**src/rtl/ifetch.sv**
```systemverilog
//==============================================================================
// Module   : ifetch
// Brief    : Instruction fetch unit: single-outstanding memory reads feeding a
//            small prefetch FIFO, with redirect support. Defining the macro
//            IFETCH_MISALIGN_FAULT_EN enables the misaligned-redirect fault.
// Revision : 1.0
//==============================================================================
`default_nettype none

module ifetch #(
    parameter int                    DATA_WIDTH = 32,
    parameter int                    FIFO_DEPTH = 2,
    parameter logic [DATA_WIDTH-1:0] RESET_PC   = '0
) (
    input  logic                  clk,
    input  logic                  rst_n,
    output logic                  imem_req,
    output logic [DATA_WIDTH-1:0] imem_addr,
    input  logic [DATA_WIDTH-1:0] imem_rdata,
    input  logic                  redirect,
    input  logic [DATA_WIDTH-1:0] redirect_pc,
    output logic                  instr_valid,
    input  logic                  instr_ready,
    output logic [DATA_WIDTH-1:0] instr,
    output logic [DATA_WIDTH-1:0] instr_pc,
    output logic                  fetch_fault
);

    localparam int                    c_PTR_W   = (FIFO_DEPTH > 1) ? $clog2(FIFO_DEPTH) : 1;
    localparam int                    c_CNT_W   = c_PTR_W + 1;
    localparam int                    c_OCC_W   = c_CNT_W + 1;
    localparam logic [DATA_WIDTH-1:0] c_PC_STEP = DATA_WIDTH'(4);
    localparam logic [c_PTR_W-1:0]    c_PTR_MAX = c_PTR_W'(FIFO_DEPTH - 1);

    logic [DATA_WIDTH-1:0] fetch_pc_q, fetch_pc_d;
    logic                  inflight_q, inflight_d;
    logic [DATA_WIDTH-1:0] inflight_pc_q, inflight_pc_d;
    logic [DATA_WIDTH-1:0] fifo_instr_q [FIFO_DEPTH];
    logic [DATA_WIDTH-1:0] fifo_instr_d [FIFO_DEPTH];
    logic [DATA_WIDTH-1:0] fifo_pc_q    [FIFO_DEPTH];
    logic [DATA_WIDTH-1:0] fifo_pc_d    [FIFO_DEPTH];
    logic [c_PTR_W-1:0]    rd_ptr_q, rd_ptr_d;
    logic [c_PTR_W-1:0]    wr_ptr_q, wr_ptr_d;
    logic [c_CNT_W-1:0]    count_q, count_d;
    logic                  fault_q, fault_d;

    logic                  w_pop;
    logic                  w_push;
    logic                  w_req;
    logic                  w_room;
    logic [c_OCC_W-1:0]    w_occ;
    logic [DATA_WIDTH-1:0] w_target;
    logic                  w_misaligned;

`ifdef IFETCH_MISALIGN_FAULT_EN
    assign w_target     = redirect_pc;
    assign w_misaligned = |redirect_pc[1:0];
    assign fetch_fault  = rst_n & fault_q;
`else
    assign w_target     = redirect_pc & {{(DATA_WIDTH-2){1'b1}}, 2'b00};
    assign w_misaligned = 1'b0;
    assign fetch_fault  = 1'b0;
`endif

    // Outputs are forced quiet while reset is asserted, even before the first edge.
    assign instr_valid = rst_n && (count_q != '0);
    assign instr       = rst_n ? fifo_instr_q[rd_ptr_q] : '0;
    assign instr_pc    = rst_n ? fifo_pc_q[rd_ptr_q]    : '0;
    assign imem_addr   = fetch_pc_q;
    assign imem_req    = w_req;

    always_comb begin
        w_pop  = instr_valid && instr_ready;
        w_push = inflight_q && !redirect;
        // Occupancy counts the word already on its way back so the FIFO never overflows.
        w_occ  = c_OCC_W'(count_q) + c_OCC_W'(inflight_q) - c_OCC_W'(w_pop);
        w_room = (w_occ < c_OCC_W'(FIFO_DEPTH));
        w_req  = rst_n && !redirect && !fault_q && w_room;
    end

    always_comb begin
        fetch_pc_d    = fetch_pc_q;
        inflight_d    = inflight_q;
        inflight_pc_d = inflight_pc_q;
        fifo_instr_d  = fifo_instr_q;
        fifo_pc_d     = fifo_pc_q;
        rd_ptr_d      = rd_ptr_q;
        wr_ptr_d      = wr_ptr_q;
        count_d       = count_q;
        fault_d       = fault_q;

        if (redirect) begin
            fetch_pc_d = w_target;
            inflight_d = 1'b0;
            rd_ptr_d   = '0;
            wr_ptr_d   = '0;
            count_d    = '0;
            fault_d    = w_misaligned;
        end else begin
            inflight_d = w_req;
            if (w_req) begin
                inflight_pc_d = fetch_pc_q;
                fetch_pc_d    = fetch_pc_q + c_PC_STEP;
            end
            if (w_push) begin
                fifo_instr_d[wr_ptr_q] = imem_rdata;
                fifo_pc_d[wr_ptr_q]    = inflight_pc_q;
                wr_ptr_d = (wr_ptr_q == c_PTR_MAX) ? '0 : wr_ptr_q + 1'b1;
            end
            if (w_pop) begin
                rd_ptr_d = (rd_ptr_q == c_PTR_MAX) ? '0 : rd_ptr_q + 1'b1;
            end
            count_d = count_q + c_CNT_W'(w_push) - c_CNT_W'(w_pop);
        end
    end

    always_ff @(posedge clk) begin
        if (!rst_n) begin
            fetch_pc_q    <= RESET_PC;
            inflight_q    <= 1'b0;
            inflight_pc_q <= '0;
            rd_ptr_q      <= '0;
            wr_ptr_q      <= '0;
            count_q       <= '0;
            fault_q       <= 1'b0;
            for (int i = 0; i < FIFO_DEPTH; i++) begin
                fifo_instr_q[i] <= '0;
                fifo_pc_q[i]    <= '0;
            end
        end else begin
            fetch_pc_q    <= fetch_pc_d;
            inflight_q    <= inflight_d;
            inflight_pc_q <= inflight_pc_d;
            rd_ptr_q      <= rd_ptr_d;
            wr_ptr_q      <= wr_ptr_d;
            count_q       <= count_d;
            fault_q       <= fault_d;
            fifo_instr_q  <= fifo_instr_d;
            fifo_pc_q     <= fifo_pc_d;
        end
    end

endmodule

`default_nettype wire

```
**config.mk**
```make
export PLATFORM = sky130hd
export DESIGN_NAME = ifetch
export DESIGN_NICKNAME = d
export VERILOG_FILES = /design/src/rtl/ifetch.sv
export SDC_FILE = /design/constraint.sdc
export NUM_CORES = 1
export LEC_CHECK = 0
export ABC_AREA = 1
export CAP_MARGIN = 15
export CORE_MARGIN = 3
export CORE_UTILIZATION = 32
export CTS_CLUSTER_DIAMETER = 100
export CTS_CLUSTER_SIZE = 16
export DETAILED_ROUTE_END_ITERATION = 8
export SYNTH_ARGS = -nofsm -noshare
export SYNTH_HDL_FRONTEND = slang
export SYNTH_SLANG_ARGS = --single-unit
```
**constraint.sdc**
```tcl
create_clock -name clk -period 4.3 [get_ports clk]
set_input_delay 1.29 -clock clk [delete_from_list [all_inputs] [get_ports clk]]
set_output_delay 1.29 -clock clk [all_outputs]
set_load 0.1 [all_outputs]
```
==> Flow_metrics.wiki <==
{| class="wikitable"
! Metric !! Value
|-
| Worst voltage drop across the vdd grid || 0.000243 V
|-
| Critical path arrival || 2.93 ns
|-
| Number of remaining DRC errors || 0
|-
| GR Overflow Total || 0
|-
| Width of the die || 169 um
|-
| Vias after detailed routing || 8008
|-
| Cell class contributing the biggest share of worst-path delay || adder cells
|-
| Largest cells by area after synthesis || sky130_fd_sc_hd__dfxtp_1, sky130_fd_sc_hd__o21ai_0, sky130_fd_sc_hd__a21oi_1, sky130_fd_sc_hd__inv_1, sky130_fd_sc_hd__nand2_1
|-
| Least-Margin Pin Slew || 0.986 ns
|-
| Kind of critical path || primary input to output port
|-
| Via density per instance || 4.75
|-
| Net count, final || 1411
|-
| Sum of buffers and inverters on the critical path || 7
|-
| Post-layout instance count excluding filler cells || 1687
|-
| Critical path cell sequence || buf_6 -> inv_4 -> a21oi_4 -> nand2_2 -> inv_2 -> ha_4 -> inv_2 -> nand2_2 -> fa_1 -> inv_1 -> nor2_2 -> nand2_2 -> inv_4 -> buf_12
|-
| Clock-pin transition on the worst setup and hold timing paths || 0.07 ns
|-
| H-Tree Depth || 4
|-
| Layout overhead on the synthesized area || 39.6%
|-
| Data required time of the critical path || 3.01 ns
|-
| Flip-flop cell with the highest count after synthesis || sky130_fd_sc_hd__dfxtp_1
|-
| Final core utilization || 45.5%
|-
| Top cell types by occurrence after synthesis || sky130_fd_sc_hd__o21ai_0, sky130_fd_sc_hd__a21oi_1, sky130_fd_sc_hd__inv_1
|-
| Area share of the largest cell type after synthesis || 44.5%
|-
| Std cell rows || 59
|-
| Final number of setup-violating endpoints || 0
|-
| Synthesis Warnings || 0
|-
| Remaining antenna violation count after routing || 0
|-
| Result of the run || completed
|-
| Worst skew pair latency || 0.43 ns
|-
| Final worst path period need || 4.22 ns
|-
| Cells after Synth || 1219
|-
| Number of synthesized flops with an enable pin || 0
|-
| Share of layout cells above drive strength 1 || 15.2%
|-
| Beginning of the worst hold path || fifo_pc_q[60]$_SDFFE_PN0P_
|-
| Die height || 169 um
|-
| Largest stage delay on the critical path || 0.48 ns
|-
| Number of DRC markers in iteration 0 || 473
|-
| First-pass GRT wire length || 36500 um
|-
| Placed Area || 11200 um2
|-
| Worst Setup Start Kind || primary input
|-
| Cell area after technology mapping || 8500 um2
|-
| Top-Level Pins || 167
|-
| Highest attainable clock frequency || 0.237 GHz
|-
| CTS Buf Count || 17
|-
| Number of port buffers || 159
|-
| Cell count after placement || 1650
|-
| FF+latch count, synth || 189
|-
| Max stage delay cell, worst path || sky130_fd_sc_hd__fa_1
|-
| Core ar. || 26100 um2
|-
| CTS tree || done
|-
| RSZ-0062 raised after global routing || yes
|-
| Count leader, synth || sky130_fd_sc_hd__o21ai_0
|-
| Startpoint of the worst-slack reg-to-reg timing path || count_q[1]$_SDFF_PP0_
|-
| Mean instance size in the synthesized netlist || 6.97 um2
|-
| Clock root buffer master || sky130_fd_sc_hd__clkbuf_16
|-
| Via count of the first global-routing pass || 7102
|-
| Portion of the clock cycle consumed by the worst path in the final layout || 98.1%
|-
| Worst setup startpoint || rst_n
|-
| Global placement routability congestion || 0.856
|-
| Cell seen most often among critical-path stages || sky130_fd_sc_hd__nand2_2
|-
| Kind of path behind the tightest hold check || flop to flop
|-
| Die area || 28500 um2
|-
| Critical path peak fanout || 2
|-
| Total Routing Usage GR || 15.7%
|-
| Max-Cap Viols || 0
|-
| Number of sinks handled by clock tree synthesis || 189
|-
| Number of distinct library cells after synthesis || 30
|-
| Final total power || 4190 uW
|-
| Pre-Repair DR Iteration Count || 7
|-
| Final hold violation count || 0
|-
| Starting density of the core || 32.6%
|-
| Routed wire length per instance || 13.9 um
|-
| Remaining max-slew budget at the tightest pin || 34.0%
|-
| Static leakage power || 0.00438 uW
|-
| Top cell type by total area after synthesis || sky130_fd_sc_hd__dfxtp_1
|-
| Share of synthesized area occupied by flip-flops and latches || 44.5%
|-
| Setup skew after layout || 0.0130 ns
|-
| Drt total wl || 23400 um
|-
| Pin count of the biggest net entering global routing || 173
|-
| Worst-case clock buffer depth || 2
|-
| Final Instance Area || 11900 um2
|-
| Count of fill cells added during filler insertion || 2579
|-
| Kind of capture point of the worst setup path || output port
|-
| Number of slew-limit violations in the final report || 0
|-
| Initial antenna violation count || 0
|-
| Fraction of registers with async set/reset || 0%
|-
| Areal power density over the cells || 353 nW/um2
|-
| Post-DP HPWL || 15400 um
|}
-- where the power goes --
group	switching, uW	internal (uW)	total (uW)
Clock	742	780	1520
Sequential	59.3	1820	1880
Combinational	532	254	787
-- registers in the layout, summed over array words and instances, names as in the netlist --
| signal | flops |
|---|---|
| fifo_instr_q | 64 |
| inflight_pc_q | 30 |
| fifo_pc_q | 60 |
| wr_ptr_q | 1 |
| count_q | 2 |
| rd_ptr_q | 1 |
| imem_addr | 30 |
| inflight_q | 1 |
-- area by class of cell --
class	count	area [um2]	area share, %
antenna	1	2.50	0.0211
clock buffer	18	439	3.70
clock inverter	14	126	1.07
inverter	200	757	6.38
multi-input combinational	749	3870	32.6
sequential	189	3790	31.9
tap	335	419	3.53
timing repair buffer	181	2460	20.7
-- timing repair --
item / CTS / global route
setup endpoints to repair: 1 / 49
buffers inserted: 1 / 2
gates resized for setup: 8 / 1
hold buffers: 0 / 0
gates cloned: 0 / 1
pin swaps: 4 / 3
-- routing by layer --
layer / up-vias / routed length [um] / GRT usage, %
met5: - / 0 / 0
met4: 0 / 258 / 4.06
met3: 19 / 1110 / 3.39
met2: 177 / 10400 / 24.3
met1: 3631 / 11600 / 22.2
li1: 4181 / - / -
-- worst min-delay path: stages, from the launching register on --
cell and delay [ns]:
sky130_fd_sc_hd__dfxtp_1 0.31, sky130_fd_sc_hd__inv_1 0.04, sky130_fd_sc_hd__a21oi_1 0.05
-- cells in the final DEF, fill, tap and decap left out, types with 6 or more instances in the layout --
master and count:
sky130_fd_sc_hd__dfxtp_1 188, sky130_fd_sc_hd__buf_12 66, sky130_fd_sc_hd__clkdlybuf4s50_1 93, sky130_fd_sc_hd__buf_4 18, sky130_fd_sc_hd__inv_1 194, sky130_fd_sc_hd__a21oi_2 62, sky130_fd_sc_hd__a21oi_1 146, sky130_fd_sc_hd__clkbuf_16 18
sky130_fd_sc_hd__o21ai_0 211, sky130_fd_sc_hd__nor3_1 19, sky130_fd_sc_hd__nand2_2 6, sky130_fd_sc_hd__nor2_1 84, sky130_fd_sc_hd__nand3_1 50, sky130_fd_sc_hd__nand2_1 125
-- path summary, 6_finish.rpt --
kind | end | slack [ns] | cells past startpoint
hold reg to reg | fifo_pc_q[60]$_SDFFE_PN0P_ | 0.44 | 2
setup / recovery | imem_req | 0.08 | 14
setup reg to reg | imem_addr[26]$_SDFFE_PN0P_ | 1.19 | 20
hold / removal | fifo_pc_q[60]$_SDFFE_PN0P_ | 0.44 | 2
-- cells by family after synthesis --
group	Yosys count	share of synthesized area, %
AND/OR/NAND/NOR	296	14.6
buffers and inverters	285	13.3
adder cells (fa/ha/maj)	5	0.825
other	1	0.0441
XOR/XNOR	7	0.722
flip-flops	189	44.5
AO/OA/AOI/OAI	436	26.0
-- per-stage QoR --
| step | TNS [ns] | setup slack [ns] | hold WS, ns |
|---|---|---|---|
| 2_1_floorplan | -0.497 | -0.497 | 0.420 |
| 3_3_place_gp | -0.199 | -0.199 | 0.429 |
| 3_5_place_dp | -0.210 | -0.210 | 0.433 |
| 4_1_cts | 0 | 0.0129 | 0.444 |
| 5_1_grt | -0.00409 | -0.00409 | 0.457 |
| 6_report | 0 | 0.0835 | 0.442 |
(Power assumes the default switching activity.)
